$ cat config.mk
export PLATFORM = sky130hd
export DESIGN_NAME = instr_encoder
export DESIGN_NICKNAME = d
export VERILOG_FILES = /design/src/rtl/instr_encoder.sv
export SDC_FILE = /design/constraint.sdc
export NUM_CORES = 1
export LEC_CHECK = 0
export BUFFER_PORTS_ARGS = -buffer_cell sky130_fd_sc_hd__clkbuf_2
export CELL_PAD_IN_SITES_DETAIL_PLACEMENT = 1
export CELL_PAD_IN_SITES_GLOBAL_PLACEMENT = 2
export CORE_UTILIZATION = 33
export DETAILED_ROUTE_END_ITERATION = 12
export PLACE_DENSITY = 0.95
export SLEW_MARGIN = 5
export SYNTH_ARGS = -nofsm -noshare
export SYNTH_HDL_FRONTEND = slang
export SYNTH_SLANG_ARGS = --single-unit
$ cat constraint.sdc
create_clock -name clk -period 3.6 [get_ports clk]
set_input_delay 0.18 -clock clk [delete_from_list [all_inputs] [get_ports clk]]
set_output_delay 0.18 -clock clk [all_outputs]
set_load 0.01 [all_outputs]
$ cat src/rtl/instr_encoder.sv
// instr_encoder: turns a symbolic RV32IMA instruction (name enum, register
// fields, immediate, aq/rl) into its 32-bit machine word, through a single
// registered stage with valid/ready handshakes. Each emitted word carries the
// byte address it belongs at, and a count of words transferred is kept.
//
// Optional build macro: ENC_IMM_CHECK_EN. When it is defined, out_err also
// flags immediates that do not fit their format. The word is still emitted
// with the truncated fields.

package risc_v_core_pkg;

  // Instruction names, shared with the core's decoder
  typedef enum logic [5:0] {
    INVALID,
    NOP,
    LUI, AUIPC, JAL, JALR,
    BEQ, BNE, BLT, BGE, BLTU, BGEU,
    LB, LH, LW, LBU, LHU,
    SB, SH, SW,
    ADDI, SLTI, SLTIU, XORI, ORI, ANDI, SLLI, SRLI, SRAI,
    ADD, SUB, SLL, SLT, SLTU, XOR, SRL, SRA, OR, AND,
    MUL, MULH, MULHSU, MULHU, DIV, DIVU, REM, REMU,
    LR_W, SC_W, AMOSWAP_W, AMOADD_W, AMOXOR_W, AMOAND_W, AMOOR_W,
    AMOMIN_W, AMOMAX_W, AMOMINU_W, AMOMAXU_W
  } instr_name_e;

endpackage

module instr_encoder
  import risc_v_core_pkg::*;
#(
  parameter int                ADDR_W    = 32,
  parameter logic [ADDR_W-1:0] BASE_ADDR = ADDR_W'(32'h0000_0000)
) (
  input  logic              clk,
  input  logic              rst,
  input  logic              flush,
  input  logic              in_valid,
  output logic              in_ready,
  input  instr_name_e       in_name,
  input  logic [4:0]        in_rd,
  input  logic [4:0]        in_rs1,
  input  logic [4:0]        in_rs2,
  input  logic [31:0]       in_imm,
  input  logic [1:0]        in_aqrl,
  output logic              out_valid,
  input  logic              out_ready,
  output logic [31:0]       out_word,
  output logic [ADDR_W-1:0] out_addr,
  output logic              out_err,
  output logic [15:0]       word_count
);

  localparam logic [6:0] OP_R      = 7'b0110011;
  localparam logic [6:0] OP_LOAD   = 7'b0000011;
  localparam logic [6:0] OP_IMM    = 7'b0010011;
  localparam logic [6:0] OP_JALR   = 7'b1100111;
  localparam logic [6:0] OP_STORE  = 7'b0100011;
  localparam logic [6:0] OP_BRANCH = 7'b1100011;
  localparam logic [6:0] OP_LUI    = 7'b0110111;
  localparam logic [6:0] OP_AUIPC  = 7'b0010111;
  localparam logic [6:0] OP_JAL    = 7'b1101111;
  localparam logic [6:0] OP_AMO    = 7'b0101111;

  localparam logic [6:0] F7_BASE = 7'b0000000;
  localparam logic [6:0] F7_ALT  = 7'b0100000;
  localparam logic [6:0] F7_MEXT = 7'b0000001;

  // Bit layout used to assemble the word; SHIFT is I-type with funct7 on top
  typedef enum logic [3:0] {
    FMT_BAD, FMT_NOP, FMT_R, FMT_I, FMT_SHIFT, FMT_S, FMT_B, FMT_U, FMT_J, FMT_AMO
  } fmt_e;

  fmt_e        fmt;
  logic [6:0]  op;
  logic [2:0]  f3;
  logic [6:0]  f7;
  logic [4:0]  f5;
  logic        is_lr;
  logic [4:0]  amo_rs2;
  logic [31:0] enc_word;
  logic        enc_bad;
  logic        range_err;
  logic        accept;
  logic        xfer;

  assign in_ready = !out_valid || out_ready;
  assign accept   = in_valid && in_ready;
  assign xfer     = out_valid && out_ready;

  // Map each instruction name to its format, opcode and function fields
  always_comb begin
    fmt   = FMT_BAD;
    op    = 7'b0000000;
    f3    = 3'b000;
    f7    = F7_BASE;
    f5    = 5'b00000;
    is_lr = 1'b0;
    case (in_name)
      NOP:       fmt = FMT_NOP;
      LUI:       begin fmt = FMT_U; op = OP_LUI;   end
      AUIPC:     begin fmt = FMT_U; op = OP_AUIPC; end
      JAL:       begin fmt = FMT_J; op = OP_JAL;   end
      JALR:      begin fmt = FMT_I; op = OP_JALR; f3 = 3'b000; end
      BEQ:       begin fmt = FMT_B; op = OP_BRANCH; f3 = 3'b000; end
      BNE:       begin fmt = FMT_B; op = OP_BRANCH; f3 = 3'b001; end
      BLT:       begin fmt = FMT_B; op = OP_BRANCH; f3 = 3'b100; end
      BGE:       begin fmt = FMT_B; op = OP_BRANCH; f3 = 3'b101; end
      BLTU:      begin fmt = FMT_B; op = OP_BRANCH; f3 = 3'b110; end
      BGEU:      begin fmt = FMT_B; op = OP_BRANCH; f3 = 3'b111; end
      LB:        begin fmt = FMT_I; op = OP_LOAD; f3 = 3'b000; end
      LH:        begin fmt = FMT_I; op = OP_LOAD; f3 = 3'b001; end
      LW:        begin fmt = FMT_I; op = OP_LOAD; f3 = 3'b010; end
      LBU:       begin fmt = FMT_I; op = OP_LOAD; f3 = 3'b100; end
      LHU:       begin fmt = FMT_I; op = OP_LOAD; f3 = 3'b101; end
      SB:        begin fmt = FMT_S; op = OP_STORE; f3 = 3'b000; end
      SH:        begin fmt = FMT_S; op = OP_STORE; f3 = 3'b001; end
      SW:        begin fmt = FMT_S; op = OP_STORE; f3 = 3'b010; end
      ADDI:      begin fmt = FMT_I; op = OP_IMM; f3 = 3'b000; end
      SLTI:      begin fmt = FMT_I; op = OP_IMM; f3 = 3'b010; end
      SLTIU:     begin fmt = FMT_I; op = OP_IMM; f3 = 3'b011; end
      XORI:      begin fmt = FMT_I; op = OP_IMM; f3 = 3'b100; end
      ORI:       begin fmt = FMT_I; op = OP_IMM; f3 = 3'b110; end
      ANDI:      begin fmt = FMT_I; op = OP_IMM; f3 = 3'b111; end
      SLLI:      begin fmt = FMT_SHIFT; op = OP_IMM; f3 = 3'b001; end
      SRLI:      begin fmt = FMT_SHIFT; op = OP_IMM; f3 = 3'b101; end
      SRAI:      begin fmt = FMT_SHIFT; op = OP_IMM; f3 = 3'b101; f7 = F7_ALT; end
      ADD:       begin fmt = FMT_R; op = OP_R; f3 = 3'b000; end
      SUB:       begin fmt = FMT_R; op = OP_R; f3 = 3'b000; f7 = F7_ALT; end
      SLL:       begin fmt = FMT_R; op = OP_R; f3 = 3'b001; end
      SLT:       begin fmt = FMT_R; op = OP_R; f3 = 3'b010; end
      SLTU:      begin fmt = FMT_R; op = OP_R; f3 = 3'b011; end
      XOR:       begin fmt = FMT_R; op = OP_R; f3 = 3'b100; end
      SRL:       begin fmt = FMT_R; op = OP_R; f3 = 3'b101; end
      SRA:       begin fmt = FMT_R; op = OP_R; f3 = 3'b101; f7 = F7_ALT; end
      OR:        begin fmt = FMT_R; op = OP_R; f3 = 3'b110; end
      AND:       begin fmt = FMT_R; op = OP_R; f3 = 3'b111; end
      MUL:       begin fmt = FMT_R; op = OP_R; f3 = 3'b000; f7 = F7_MEXT; end
      MULH:      begin fmt = FMT_R; op = OP_R; f3 = 3'b001; f7 = F7_MEXT; end
      MULHSU:    begin fmt = FMT_R; op = OP_R; f3 = 3'b010; f7 = F7_MEXT; end
      MULHU:     begin fmt = FMT_R; op = OP_R; f3 = 3'b011; f7 = F7_MEXT; end
      DIV:       begin fmt = FMT_R; op = OP_R; f3 = 3'b100; f7 = F7_MEXT; end
      DIVU:      begin fmt = FMT_R; op = OP_R; f3 = 3'b101; f7 = F7_MEXT; end
      REM:       begin fmt = FMT_R; op = OP_R; f3 = 3'b110; f7 = F7_MEXT; end
      REMU:      begin fmt = FMT_R; op = OP_R; f3 = 3'b111; f7 = F7_MEXT; end
      LR_W:      begin fmt = FMT_AMO; op = OP_AMO; f5 = 5'b00010; is_lr = 1'b1; end
      SC_W:      begin fmt = FMT_AMO; op = OP_AMO; f5 = 5'b00011; end
      AMOSWAP_W: begin fmt = FMT_AMO; op = OP_AMO; f5 = 5'b00001; end
      AMOADD_W:  begin fmt = FMT_AMO; op = OP_AMO; f5 = 5'b00000; end
      AMOXOR_W:  begin fmt = FMT_AMO; op = OP_AMO; f5 = 5'b00100; end
      AMOOR_W:   begin fmt = FMT_AMO; op = OP_AMO; f5 = 5'b01000; end
      AMOAND_W:  begin fmt = FMT_AMO; op = OP_AMO; f5 = 5'b01100; end
      AMOMIN_W:  begin fmt = FMT_AMO; op = OP_AMO; f5 = 5'b10000; end
      AMOMAX_W:  begin fmt = FMT_AMO; op = OP_AMO; f5 = 5'b10100; end
      AMOMINU_W: begin fmt = FMT_AMO; op = OP_AMO; f5 = 5'b11000; end
      AMOMAXU_W: begin fmt = FMT_AMO; op = OP_AMO; f5 = 5'b11100; end
      default:   fmt = FMT_BAD;
    endcase
  end

  // LR.W has no data operand, so its rs2 slot is always zero
  assign amo_rs2 = is_lr ? 5'd0 : in_rs2;

  // Pack the fields into the machine word for the selected format
  always_comb begin
    enc_word = 32'h0000_0000;
    enc_bad  = 1'b0;
    case (fmt)
      FMT_NOP:   enc_word = 32'h0000_0013;
      FMT_R:     enc_word = {f7, in_rs2, in_rs1, f3, in_rd, op};
      FMT_I:     enc_word = {in_imm[11:0], in_rs1, f3, in_rd, op};
      FMT_SHIFT: enc_word = {f7, in_imm[4:0], in_rs1, f3, in_rd, op};
      FMT_S:     enc_word = {in_imm[11:5], in_rs2, in_rs1, f3, in_imm[4:0], op};
      FMT_B:     enc_word = {in_imm[12], in_imm[10:5], in_rs2, in_rs1, f3,
                             in_imm[4:1], in_imm[11], op};
      FMT_U:     enc_word = {in_imm[31:12], in_rd, op};
      FMT_J:     enc_word = {in_imm[20], in_imm[10:1], in_imm[11], in_imm[19:12],
                             in_rd, op};
      FMT_AMO:   enc_word = {f5, in_aqrl, amo_rs2, in_rs1, 3'b010, in_rd, op};
      default: begin
        enc_word = 32'h0000_0000;
        enc_bad  = 1'b1;
      end
    endcase
  end

`ifdef ENC_IMM_CHECK_EN
  // Flag immediates whose upper bits would be lost, or whose alignment is wrong
  always_comb begin
    range_err = 1'b0;
    case (fmt)
      FMT_I, FMT_S: range_err = (in_imm[31:11] != {21{in_imm[11]}});
      FMT_SHIFT:    range_err = (in_imm[31:5] != 27'd0);
      FMT_B:        range_err = (in_imm[31:12] != {20{in_imm[12]}}) || in_imm[0];
      FMT_J:        range_err = (in_imm[31:20] != {12{in_imm[20]}}) || in_imm[0];
      FMT_U:        range_err = (in_imm[11:0] != 12'd0);
      default:      range_err = 1'b0;
    endcase
  end
`else
  assign range_err = 1'b0;
`endif

  // Output stage: flush clears it, a transfer advances address and count,
  // and an accept reloads the word (same-cycle transfer+accept has no bubble)
  always_ff @(posedge clk or posedge rst) begin
    if (rst) begin
      out_valid  <= 1'b0;
      out_word   <= 32'h0000_0000;
      out_err    <= 1'b0;
      out_addr   <= BASE_ADDR;
      word_count <= 16'd0;
    end else if (flush) begin
      out_valid  <= 1'b0;
      out_word   <= 32'h0000_0000;
      out_err    <= 1'b0;
      out_addr   <= BASE_ADDR;
      word_count <= 16'd0;
    end else begin
      if (xfer) begin
        out_addr <= out_addr + ADDR_W'(4);
        if (word_count != 16'hFFFF) begin
          word_count <= word_count + 16'd1;
        end
      end
      if (accept) begin
        out_valid <= 1'b1;
        out_word  <= enc_word;
        out_err   <= enc_bad || range_err;
      end else if (xfer) begin
        out_valid <= 1'b0;
      end
    end
  end

endmodule

======== Word level (Yosys, flattened, before mapping) ========
Cells that the tools add are included.
storage, ports and cells
  bits of input ports ..................... 60
  register bits ........................... 82
cells by class
  $add $sub $neg .......................... 2
  reduce and logical (&&, ||, !) cells .... 28
  muxes and demuxes ....................... 21
  equal/unequal tests ..................... 67
operators by type and width
  operator                 count
  $pmux W32 S9             1
  $eq A6 B6 Y1 const B     26
  $mux W32                 4
  $eq A6 B5 Y1 const B     16
  $pmux W7 S10             1
  $pmux W5 S10             1
  $eq A6 B4 Y1 const B     8
  $mux W16                 3
  $pmux W4 S9              1
  $add A32 B3 Y32 const B  1
  $eq A6 B3 Y1 const B     4
  $pmux W3 S7              1
  $reduce_or A18 Y1        1
  $reduce_or A9 Y1         2
  $add A16 B1 Y16 const B  1
  $eq A4 B3 Y1 const B     4
  $ne A16 B16 Y1 const B   1
  $reduce_or A5 Y1         3
  $eq A6 B2 Y1 const B     2
  $pmux W6 S2              1
  $reduce_or A12 Y1        1
  $reduce_or A3 Y1         4
  $reduce_or A6 Y1         2
  $reduce_or A11 Y1        1
  other kinds (16)         28

======== Logic depth before layout (Yosys ltp) ========
Gate-level depths: netlist (run 1).
  depth after elaboration ................. 8
  gate-level depth with buffers ........... 8

======== Least setup slack after synthesis (run 1) ========
Ideal clock, no wire load.
  path type ............................... register to register
  from .................................... register out_addr[2]
  to ...................................... register out_addr[24]
  arrival time ............................ 1789 ps
  path buffers ............................ 1
  cell stages (with the launch flop) ...... 8
  path slack .............................. 1679 ps
  required time ........................... 3468 ps
  cell sequence ........................... dfrtp_1 -> ha_1 -> nand4_1 -> or3_1 -> buf_4 -> nor4_1 -> xnor2_1 -> nor2_1
on the way
  cells in the longest elaborated chain, start to end .. 3
ends and longest elaborated chain
  element                 line  text
  start, declared         49    output logic [ADDR_W-1:0] out_addr,
  start signal, assigned  221   out_addr <= out_addr + ADDR_W'(4);
  $add A32 B3 Y32         221
  $mux W32                220   if (xfer) begin
  $mux W32                213   end else if (flush) begin
Every way passes these cells. The select of a mux whose other input is x is not followed.
A chain may end at the register's enable or synchronous reset.

======== Worst setup path in the final report (run 1) ========
  from .................................... register out_valid
  to ...................................... register out_word[23]
on the way
  cells in the longest elaborated chain, start to end .. 4
ends and longest elaborated chain
  element                              line  text
  start, declared                      46    output logic out_valid,
  start signal, assigned               208   out_valid <= 1'b0;
  start signal, assigned               214   out_valid <= 1'b0;
  start signal, assigned               227   out_valid <= 1'b1;
  $logic_not A1 Y1                     87    assign in_ready = !out_valid || out_ready;
  $logic_or A1 B1 Y1                   87
  $logic_and A1 B1 Y1                  88    assign accept = in_valid && in_ready;
  $reduce_bool A2 Y1 (no source line)  n/a
  end signal, assigned                 228   out_word <= enc_word;
  end, declared                        48    output logic [31:0] out_word,
Every way passes these cells.

==> reports/results.txt, run 1 <==
largest net degree at the start of global routing: 52
# IOs: 143
status: finished, violations left
final wirelength: 16,300 um
reg2reg end: out_word[23]$_DFFE_PP0P_
share of cells above drive strength 1: 27.3%
r2r startpoint: out_valid$_DFFE_PP0P_
Avg Vias per Cell: 5.74
Tot Pwr: 2.17 mW
sequential element share of the synthesized area: 41.0%
Post-DRT Antenna Nets: 0
H-tree depth: 3
final worst slack: 1.29 ns
Synth Area per Inst: 8.85 um2
top-area cell type share of the netlist area: 41.0%
standard-cell rows: 43
Layout fillers: 1,689
footprint of the multi-input gates: 2590 um2
CP Max Fanout: 17
Sequential cell area: 1980 um2
RSZ-0062 raised after global routing: false
Placed Area: 5570 um2
distinct cell type count after synthesis: 70
most frequent cells after synthesis: dfrtp_1, nor2_1, nand2_1
die area: 15,100 um2
wire length per cell: 19.3 um
CP Class: reg2reg
Worst R2R Setup Slack: 1.29 ns
CP arrival: 2.53 ns
setup tns final: 0 ns
First-pass DRT Iterations: 5
vias after detailed routing: 4,847
drt drc: 0
Worst Clk Skew: 0.00750 ns
Final Net Count: 721
slew margin rel.: 38.2%
Sink Count: 79
Final Non-Filler Cells: 844
final hold vios: 6
Root Buffer: clkbuf_16
post-layout instance area: 5880 um2
Achievable Freq: 434 MHz
Async SR Flop Fraction: 100%
max-slew violation count: 0
Hold WS: -0.00747 ns
first-pass GRT wire length: 25,900 um
Hold Buf Count CTS: 0
clock-pin slew on the worst setup and hold paths: 0.06 ns
Synth area leader: dfrtp_1
max_cap viols: 0
CTS Buffer Depth: 2
Least-Margin Pin Slew: 0.926 ns
critical path startpoint category: register
starting density of the core: 34.2%
FF+latch count, synth: 79
Worst EP required: 3.82 ns
yosys warns: 0
Post-CTS Resized: 0
reg2reg path depth: 5
Clock Latency Late Sink: 0.34 ns
HP Class: in2async
grt ovf: 0
height of the die: 123 um
diode count: 0
GP Congestion: 0.904
violations in the final reports: negative hold slack
power density of the placed cells: 369 nW/um2
number of enable flip-flop cells after synthesis: 0
DRT iter0 DRCs: 380
Setup WS pre-CTS: 1.15 ns
dpl hpwl: 11,800 um
placed cells: 828
CP endpoint: out_word[23]$_DFFE_PP0P_
Num CTS Buffers: 9
All-Layer GR Usage: 22.0%
synth top area cells: dfrtp_1, nor2_1, xnor2_1
Setup Fix Bufs, Post-CTS: 0
synthesized area: 4820 um2
fin crit share: 64.0%
ys flop type: dfrtp_1
vias in the first global route: 4,907
LEAKAGE: 2.62 nW
synth-to-layout area growth: 21.9%
Max IR drop VDD: 0.000213 V
most common cell in the netlist: dfrtp_1
TritonCTS clock tree: done
port buffer count: 140
antenna violations before repair: 0
min cycle time layout: 2.31 ns
core area: 14,100 um2
Finish-stage setup viols: 0
crit path from: out_valid$_DFFE_PP0P_
Mapped Cells: 545
Die Wd: 123 um
CP endpoint kind: register
-- how the worst min path moves through the flow --
stage,start,to,cells after the start
6_report,rst,out_addr[16]$_DFFE_PP0P_,2
3_5_place_dp,rst,out_word[15]$_DFFE_PP0P_,2
5_1_grt,in_rs2[1],out_word[21]$_DFFE_PP0P_,2
4_1_cts,rst,out_word[15]$_DFFE_PP0P_,2
3_3_place_gp,rst,out_word[19]$_DFFE_PP0P_,2
2_1_floorplan,in_valid,out_valid$_DFFE_PP0P_,2
-- per-stage QoR --
step                      utilization [%]  hold WS (ns)
after CTS                            41.7        0.0215
after detailed placement             39.5         0.386
final                                41.7      -0.00747
after floorplan                         -         0.304
after global placement               39.5         0.379
after global routing                 41.7        0.0729
-- cell usage in the layout (no fill, tap or decap), types with 4 or more instances in the layout --
cell	instances
a211oi_1	5
a21oi_1	26
a221o_1	15
a222oi_1	4
a22o_1	4
a22oi_1	7
a31oi_1	5
a32o_1	7
and2_1	7
and3_1	10
and4_1	5
clkbuf_16	9
clkbuf_2	140
dfrtp_1	79
inv_1	13
nand2_1	42
nand2b_1	9
nand3_1	13
nand3b_1	4
nand4_1	16
nor2_1	60
nor2b_1	5
nor3_1	15
nor4_1	5
o211ai_1	4
o21ai_0	33
or2_2	5
or3_1	8
xnor2_1	23
xor2_1	18
-- routing by layer --
| metal | routed length [um] | track usage, % | share of wire [%] | up-vias |
|---|---|---|---|---|
| li1 | - | - | - | 2225 |
| met1 | 7050 | 28.2 | 43 | 2432 |
| met2 | 8210 | 37.3 | 50 | 167 |
| met3 | 731 | 3.78 | 4.5 | 23 |
| met4 | 302 | 7.62 | 1.9 | 0 |
| met5 | 0 | 0 | 0 | - |
-- cell type report --
type                    count  share of cell area, %
repair buffers            143                   12.3
flip-flops and latches     79                   33.6
multi-input cells         411                   44.0
clock inverters             5                  0.957
well taps                 180                   3.83
inverters                  15                  0.978
clock buffers              11                   4.30
-- state kept, by name, summed over array words and instances, names as in the netlist --
name / flops
out_word: 31
out_addr: 30
word_count: 16
out_err: 1
out_valid: 1
-- critical path: stages, from the launching register on --
cell	delay [ns]
dfrtp_1	0.44
or2b_2	0.36
nand3b_1	0.27
or2_1	0.57
nor2_2	0.16
a221o_1	0.38
-- where the power goes --
group | internal, mW | switching (mW)
Clock | 0.574 | 0.370
Combinational | 0.105 | 0.191
Sequential | 0.913 | 0.0188
-- cells by family (layout without fill, tap and decap cells) --
family	Yosys count	after routing	share of synthesized area, %
compound gates	141	141	20.9
xor+xnor	41	41	7.44
fa+ha+maj	2	2	0.519
buf+inv	56	174	5.47
flops	79	79	41.0
other cells	1	2	0.0777
simple gates	225	225	24.6
No activity file was read; power rests on OpenSTA's default activity.
==> inputs of run 2 (changes only) <==
--- a/config.mk
+++ b/config.mk
@@ -5,12 +5,13 @@
 export SDC_FILE = /design/constraint.sdc
 export NUM_CORES = 1
 export LEC_CHECK = 0
+export ABC_AREA = 1
 export BUFFER_PORTS_ARGS = -buffer_cell sky130_fd_sc_hd__clkbuf_2
 export CELL_PAD_IN_SITES_DETAIL_PLACEMENT = 1
 export CELL_PAD_IN_SITES_GLOBAL_PLACEMENT = 2
-export CORE_UTILIZATION = 33
+export CORE_UTILIZATION = 28
 export DETAILED_ROUTE_END_ITERATION = 12
-export PLACE_DENSITY = 0.95
+export PLACE_DENSITY = 0.91
 export SLEW_MARGIN = 5
 export SYNTH_ARGS = -nofsm -noshare
 export SYNTH_HDL_FRONTEND = slang
==> constraint.sdc (replaced) <==
create_clock -name clk -period 2.21 [get_ports clk]
set_input_delay 0.1105 -clock clk [delete_from_list [all_inputs] [get_ports clk]]
set_output_delay 0.1105 -clock clk [all_outputs]
set_load 0.01 [all_outputs]
==> reports/results.txt, run 2 <==
hold_sp: in_imm[7]
Clock Latency Late Sink: 0.35 ns (was 0.34 ns)
RSZ-0062 raised after global routing: true (was false)
vias in the first global route: 6,894 (was 4,907)
largest registers: out_word x31, out_addr x30, word_count x16 (unchanged)
max_cap viols: 0 (unchanged)
top-area cell type share of the netlist area: 33.9% (was 41.0%)
Sequential cell area: 1980 um2 (about the same)
most common cell after layout, fill and taps aside: nand2_1 (was clkbuf_2)
CP endpoint kind: register (unchanged)
Finish-stage setup viols: 0 (unchanged)
most frequent cells after synthesis: nand2_1, nor2_1, inv_1 (was dfrtp_1, nor2_1, nand2_1)
most common cell in the netlist: nand2_1 (was dfrtp_1)
First-pass DRT Iterations: 5 (unchanged)
Mapped Cells: 955 (was 545)
Least-Margin Pin Slew: 0.616 ns (was 0.926 ns)
grt ovf: 0 (unchanged)
FF+latch count, synth: 79 (unchanged)
Worst Clk Skew: 0.00956 ns (was 0.00750 ns)
Final Net Count: 1,179 (was 721)
first-pass GRT wire length: 36,300 um (was 25,900 um)
# IOs: 143 (unchanged)
die area: 21,400 um2 (was 15,100 um2)
Hold Path Sink: out_word[27]$_DFFE_PP0P_
largest net degree at the start of global routing: 50 (was 52)
port buffer count: 140 (unchanged)
antenna violations before repair: 1 (was 0)
synth-to-layout area growth: 26.2% (was 21.9%)
yosys warns: 0 (unchanged)
Max IR drop VDD: 0.000281 V (was 0.000213 V)
slew margin rel.: 58.9% (was 38.2%)
synth top area cells: dfrtp_1, nand2_1, nor2_1 (was dfrtp_1, nor2_1, xnor2_1)
Worst EP required: 2.45 ns (was 3.82 ns)
dpl hpwl: 17,300 um (was 11,800 um)
final wirelength: 22,500 um (was 16,300 um)
Final Non-Filler Cells: 1,392 (was 844)
crit path from: word_count[1]$_DFFE_PP0P_ (was out_valid$_DFFE_PP0P_)
power density of the placed cells: 507 nW/um2 (was 369 nW/um2)
number of flip-flops in the largest register: 31 (unchanged)
DRT iter0 DRCs: 328 (was 380)
All-Layer GR Usage: 21.5% (was 22.0%)
Root Buffer: clkbuf_16 (unchanged)
CP arrival: 2.28 ns (was 2.53 ns)
fin crit share: 92.4% (was 64.0%)
max-slew violation count: 0 (unchanged)
min cycle time layout: 2.04 ns (was 2.31 ns)
TritonCTS clock tree: done (unchanged)
placed cells: 1,370 (was 828)
r2r startpoint: word_count[1]$_DFFE_PP0P_ (was out_valid$_DFFE_PP0P_)
reg2reg path depth: 11 (was 5)
height of the die: 146 um (was 123 um)
share of cells above drive strength 1: 20.3% (was 27.3%)
starting density of the core: 28.7% (was 34.2%)
Async SR Flop Fraction: 100% (unchanged)
footprint of the multi-input gates: 3330 um2 (was 2590 um2)
sequential element share of the synthesized area: 33.9% (was 41.0%)
vias after detailed routing: 6,764 (was 4,847)
H-tree depth: 3 (unchanged)
Worst R2R Setup Slack: 0.17 ns (was 1.29 ns)
synthesized area: 5840 um2 (was 4820 um2)
Largest Register: out_word (unchanged)
Num CTS Buffers: 9 (unchanged)
Synth area leader: dfrtp_1 (unchanged)
CTS Buffer Depth: 2 (unchanged)
distinct cell type count after synthesis: 39 (was 70)
wire length per cell: 16.2 um (was 19.3 um)
Synth Area per Inst: 6.11 um2 (was 8.85 um2)
LEAKAGE: 4.00 nW (was 2.62 nW)
Avg Vias per Cell: 4.86 (was 5.74)
standard-cell rows: 52 (was 43)
core area: 20,400 um2 (was 14,100 um2)
number of enable flip-flop cells after synthesis: 0 (unchanged)
Min-Delay Path Depth: 5
commonest non-fill, non-tap cells in the layout: nand2_1, clkbuf_2, nor2_1 (was clkbuf_2, dfrtp_1, nor2_1)
Sink Count: 79 (unchanged)
Post-DRT Antenna Nets: 0 (unchanged)
Die Wd: 146 um (was 123 um)
GP Congestion: 0.911 (was 0.904)
final hold vios: 0 (was 6)
ys flop type: dfrtp_1 (unchanged)
critical path startpoint category: register (unchanged)
clock-pin slew on the worst setup and hold paths: 0.07 ns (was 0.06 ns)
drt drc: 0 (unchanged)
status: completed (was finished, violations left)
Achievable Freq: 490 MHz (was 434 MHz)
Tot Pwr: 3.74 mW (was 2.17 mW)
reg2reg end: word_count[14]$_DFFE_PP0P_ (was out_word[23]$_DFFE_PP0P_)
Layout fillers: 2,700 (was 1,689)
diode count: 0 (unchanged)
CP Class: reg2reg (unchanged)
CP Max Fanout: 9 (was 17)
HP Class: in2reg (was in2async)
-- run 2: cell types whose count changed after synthesis, sizes merged, moves of 9 or more --
cell / before / now
nand2: 43 / 348
nor2: 62 / 153
inv: 14 / 104
nand3: 13 / 68
xnor2: 23 / 3
a221o: 15 / 0
o21ai: 33 / 48
buf: 29 / 15
nor3: 16 / 27
xor2: 18 / 7
nand2b: 9 / 0
-- run 2: worst max-delay path by stage --
stage | endpoint | slack (ns)
2_1_floorplan | out_addr[10]$_DFFE_PP0P_ | 0.08
3_3_place_gp | out_word[16]$_DFFE_PP0P_ | 0.07
3_5_place_dp | out_word[11]$_DFFE_PP0P_ | 0.03
4_1_cts | out_addr[20]$_DFFE_PP0P_ | 0.07
5_1_grt | word_count[14]$_DFFE_PP0P_ | -0.03
6_report | word_count[14]$_DFFE_PP0P_ | 0.17
-- run 2: worst max-delay path, stage by stage (launching register included) --
cell and delay [ns]:
dfrtp_1 0.43, ha_1 0.24, nand2_1 0.13, nor3_1 0.06, nand3_1 0.10, nor2_1 0.06, nor2_2 0.14, clkinvlp_4 0.23
nor2_1 0.21, nand2_1 0.09, o21ai_0 0.17, nor2_1 0.06
-- run 2: area by class of cell --
class,instances,area share (%)
clock buffers,9,3.06
clock inverters,7,0.782
inverters,107,5.52
multi-input cells,740,45.2
flip-flops and latches,79,26.9
well taps,270,4.59
repair buffers,180,14.0
-- run 2: logic make-up after synthesis --
| logic type | Yosys count | share of synthesized area, % |
|---|---|---|
| adder cells (fa/ha/maj) | 2 | 0.429 |
| AO/OA/AOI/OAI | 101 | 10.0 |
| XOR/XNOR | 10 | 1.50 |
| other | 1 | 0.0642 |
| AND/OR/NAND/NOR | 625 | 44.5 |
| buffers and inverters | 137 | 9.56 |
| flip-flops | 79 | 33.9 |
-- run 2: metrics by stage --
step / TNS (ns) / util (%) / worst slack [ns] / area (um2) / hold WS, ns
global placement: 0 / 34.4 / 0.0687 / 7000 / 0.188
finish: 0 / 36.2 / 0.169 / 7360 / 0.0521
global route: -0.0632 / 36.2 / -0.0306 / 7360 / 0.0671
detailed placement: 0 / 34.4 / 0.0285 / 7000 / 0.194
floorplan: 0 / - / 0.0761 / 5840 / 0.306
CTS: 0 / 35.8 / 0.0677 / 7300 / 0.0421
-- run 2: per-layer routing --
metal	track usage [%]	routed length [um]	share of wire, %
met5	0	0	0
met4	6.98	433	1.9
met3	3.84	990	4.4
met2	35.3	10800	48
met1	28.5	10300	46
-- run 2: report_power, final --
part           internal (mW)  switching [mW]
logic                  0.237           0.477
clock network          0.776           0.709
registers               1.49          0.0426
total                   2.51            1.23
-- run 2: timing repair --
action                                  in CTS  in global routing
endpoints found under the setup margin       0                 11
buffers inserted                             0                  5
gates resized for setup                      0                  9
hold buffers                                 1                  0
hold endpoints to repair                    30                  0
==> inputs of run 3 (changes only) <==
--- a/config.mk
+++ b/config.mk
@@ -6,12 +6,12 @@
 export NUM_CORES = 1
 export LEC_CHECK = 0
 export ABC_AREA = 1
-export BUFFER_PORTS_ARGS = -buffer_cell sky130_fd_sc_hd__clkbuf_2
 export CELL_PAD_IN_SITES_DETAIL_PLACEMENT = 1
 export CELL_PAD_IN_SITES_GLOBAL_PLACEMENT = 2
-export CORE_UTILIZATION = 28
+export CORE_UTILIZATION = 33
 export DETAILED_ROUTE_END_ITERATION = 12
-export PLACE_DENSITY = 0.91
+export DONT_BUFFER_PORTS = 1
+export PLACE_DENSITY = 0.9
 export SLEW_MARGIN = 5
 export SYNTH_ARGS = -nofsm -noshare
 export SYNTH_HDL_FRONTEND = slang
==> reports/results.txt, run 3 (synthesized netlist as in run 2, its figures left out) <==
standard-cell rows: 48 (was 52)
power density of the placed cells: 592 nW/um2 (was 507 nW/um2)
CP Class: reg2reg (unchanged)
Finish-stage setup viols: 0 (unchanged)
post-layout instance area: 6690 um2 (was 7360 um2)
Worst EP required: 2.45 ns (about the same)
antenna violations before repair: 0 (was 1)
TritonCTS clock tree: done (unchanged)
Post-DRT Antenna Nets: 0 (unchanged)
RSZ-0062 raised after global routing: false (was true)
Max IR drop VDD: 0.000335 V (was 0.000281 V)
r2r startpoint: word_count[0]$_DFFE_PP0P_ (was word_count[1]$_DFFE_PP0P_)
First-pass DRT Iterations: 4 (was 5)
port buffer count: 0 (was 140)
slowest cell on the critical path: dfrtp_1 (unchanged)
Placed Area: 6200 um2 (was 7000 um2)
diode count: 0 (unchanged)
final hold vios: 0 (unchanged)
HP Class: in2reg (unchanged)
final wirelength: 21,300 um (was 22,500 um)
LEAKAGE: 3.41 nW (was 4.00 nW)
vias after detailed routing: 6,300 (was 6,764)
status: completed (unchanged)
grt ovf: 0 (unchanged)
Util after Layout: 38.7% (was 36.2%)
CP arrival: 2.29 ns (was 2.28 ns)
CP Max Fanout: 10 (was 9)
fin crit share: 92.6% (was 92.4%)
CP Cell Sequence: ha_1 > nand2_1 > nor3_1 > nand3_1 > nor2_1 > nor2_2 > clkinvlp_4 > nor3_1 > nand3_1 > nand2_1 > nor2_1 (was ha_1 > nand2_1 > nor3_1 > nand3_1 > nor2_1 > nor2_2 > clkinvlp_4 > nor2_1 > nand2_1 > o21ai_0 > nor2_1)
share of cells above drive strength 1: 7.43% (was 20.3%)
Layout fillers: 2,289 (was 2,700)
Largest Register: out_word (unchanged)
clock share of power: 45.7% (was 39.7%)
CTS Buffer Depth: 2 (unchanged)
footprint of the multi-input gates: 3320 um2 (was 3330 um2)
met2 Use GR: 40.5% (was 35.3%)
Root Buffer: clkbuf_16 (unchanged)
DRT iter0 DRCs: 330 (was 328)
switching power: 1.16 mW (was 1.23 mW)
core area: 17,300 um2 (was 20,400 um2)
Achievable Freq: 489 MHz (was 490 MHz)
vias in the first global route: 6,542 (was 6,894)
# IOs: 143 (unchanged)
Final Net Count: 1,040 (was 1,179)
Worst Clk Skew: 0.0120 ns (was 0.00956 ns)
hold_sp: in_rd[1] (was in_imm[7])
number of flip-flops in the largest register: 31 (unchanged)
first-pass GRT wire length: 34,300 um (was 36,300 um)
busiest layer in global routing: met2 (unchanged)
wire length per cell: 17.6 um (was 16.2 um)
synth-to-layout area growth: 14.7% (was 26.2%)
largest net degree at the start of global routing: 80 (was 50)
slowest stage delay, CP: 0.39 ns (was 0.43 ns)
dpl hpwl: 15,700 um (was 17,300 um)
height of the die: 135 um (was 146 um)
Clock Latency Late Sink: 0.35 ns (about the same)
largest registers: out_word x31, out_addr x30, word_count x16 (unchanged)
Sequential cell area: 1980 um2 (unchanged)
Num CTS Buffers: 9 (unchanged)
starting density of the core: 33.7% (was 28.7%)
M3 GR Usage: 5.97% (was 3.84%)
CP endpoint kind: register (unchanged)
clock-pin slew on the worst setup and hold paths: 0.07 ns (about the same)
Internal: 2.80 mW (was 2.51 mW)
crit path from: word_count[0]$_DFFE_PP0P_ (was word_count[1]$_DFFE_PP0P_)
GP Congestion: 0.945 (was 0.911)
Comb power frac: 15.0% (was 19.1%)
min cycle time layout: 2.05 ns (was 2.04 ns)
part of the power in registers: 39.4% (was 41.1%)
Sink Count: 79 (unchanged)
met1 global-route usage: 30.5% (was 28.5%)
most common cell after layout, fill and taps aside: nand2_1 (unchanged)
Sw Share: 29.4% (was 32.9%)
H-tree depth: 3 (unchanged)
setup tns final: 0 ns (unchanged)
All-Layer GR Usage: 24.2% (was 21.5%)
slew margin rel.: 52.9% (was 58.9%)
die area: 18,200 um2 (was 21,400 um2)
Avg Vias per Cell: 5.22 (was 4.86)
max_cap viols: 0 (unchanged)
Least-Margin Pin Slew: 0.704 ns (was 0.616 ns)
critical path startpoint category: register (unchanged)
Die Wd: 135 um (was 146 um)
commonest non-fill, non-tap cells in the layout: nand2_1, nor2_1, inv_1 (was nand2_1, clkbuf_2, nor2_1)
max-slew violation count: 0 (unchanged)
drt drc: 0 (unchanged)
[run 3: cell types whose count changed in the layout (fill, tap and decap cells not counted), moves of 2 or more]
cell	change
clkbuf_2	-140
dlygate4sd3_1	+12
buf_4	-11
bufinv_16	+3
clkinv_4	-2
nor3_1	+2
nor3_2	-2
[run 3: routing by layer]
layer  up-vias  share of wire [%]
met2       152                 46
met1      3045                 45
met5         -                  0
met3        25                6.7
met4         0                1.8
li1       3078                  -
[run 3: area by class of cell]
class | instances | area share [%]
Clock buffer | 10 | 3.42
Tap cell | 225 | 4.21
Timing Repair Buffer | 41 | 5.46
Inverter | 107 | 6.07
Sequential cell | 79 | 29.6
Multi-Input combinational cell | 740 | 49.6
Clock inverter | 6 | 1.72
[run 3: stage by stage]
stage / total power, mW / worst slack (ns) / std cells / hold slack [ns]
6_report: 3.96 / 0.163 / 1208 / 0.0113
5_1_grt: 4.15 / 0.00169 / 1208 / 0.0300
4_1_cts: 3.99 / 0.101 / 1208 / 0.00322
3_5_place_dp: 2.15 / 0.159 / 1179 / 0.132
3_3_place_gp: 2.14 / 0.297 / 1179 / 0.133
2_1_floorplan: 1.96 / 0.0761 / 956 / 0.306
[run 3: worst max-delay path: cells and delay by family (launching register included)]
kind	cells	cell delay, ns
AND/OR/NAND/NOR	9	1.10
flip-flops	1	0.39
buffers and inverters	1	0.23
adder cells (fa/ha/maj)	1	0.24
[run 3: repair_timing]
item                       CTS  global route
hold buffers                13             0
setup endpoints to repair    0             4
gates resized for setup      0             6
setup buffers                0             0
hold endpoints to repair   101             0
[run 3: final timing paths]
check / depth (start not counted) / to / slack (ns)
worst max register to register: 11 / word_count[4]$_DFFE_PP0P_ / 0.16
worst min register to register: 2 / out_word[26]$_DFFE_PP0P_ / 0.55
worst min-delay path: 4 / out_word[8]$_DFFE_PP0P_ / 0.01
worst max-delay path: 11 / word_count[4]$_DFFE_PP0P_ / 0.16
max in group asynchronous: 3 / out_addr[3]$_DFFE_PP0P_ / 1.52
min in group asynchronous: 3 / word_count[5]$_DFFE_PP0P_ / 0.31
[run 3: power by group through the flow]
| stage | registers, mW | logic, mW | clock network (mW) |
|---|---|---|---|
| 2_1_floorplan | 1.58 | 0.388 | 0 |
| 3_3_place_gp | 1.59 | 0.555 | 0 |
| 3_5_place_dp | 1.59 | 0.562 | 0 |
| 4_1_cts | 1.56 | 0.593 | 1.84 |
| 5_1_grt | 1.57 | 0.669 | 1.91 |
| 6_report | 1.56 | 0.592 | 1.81 |
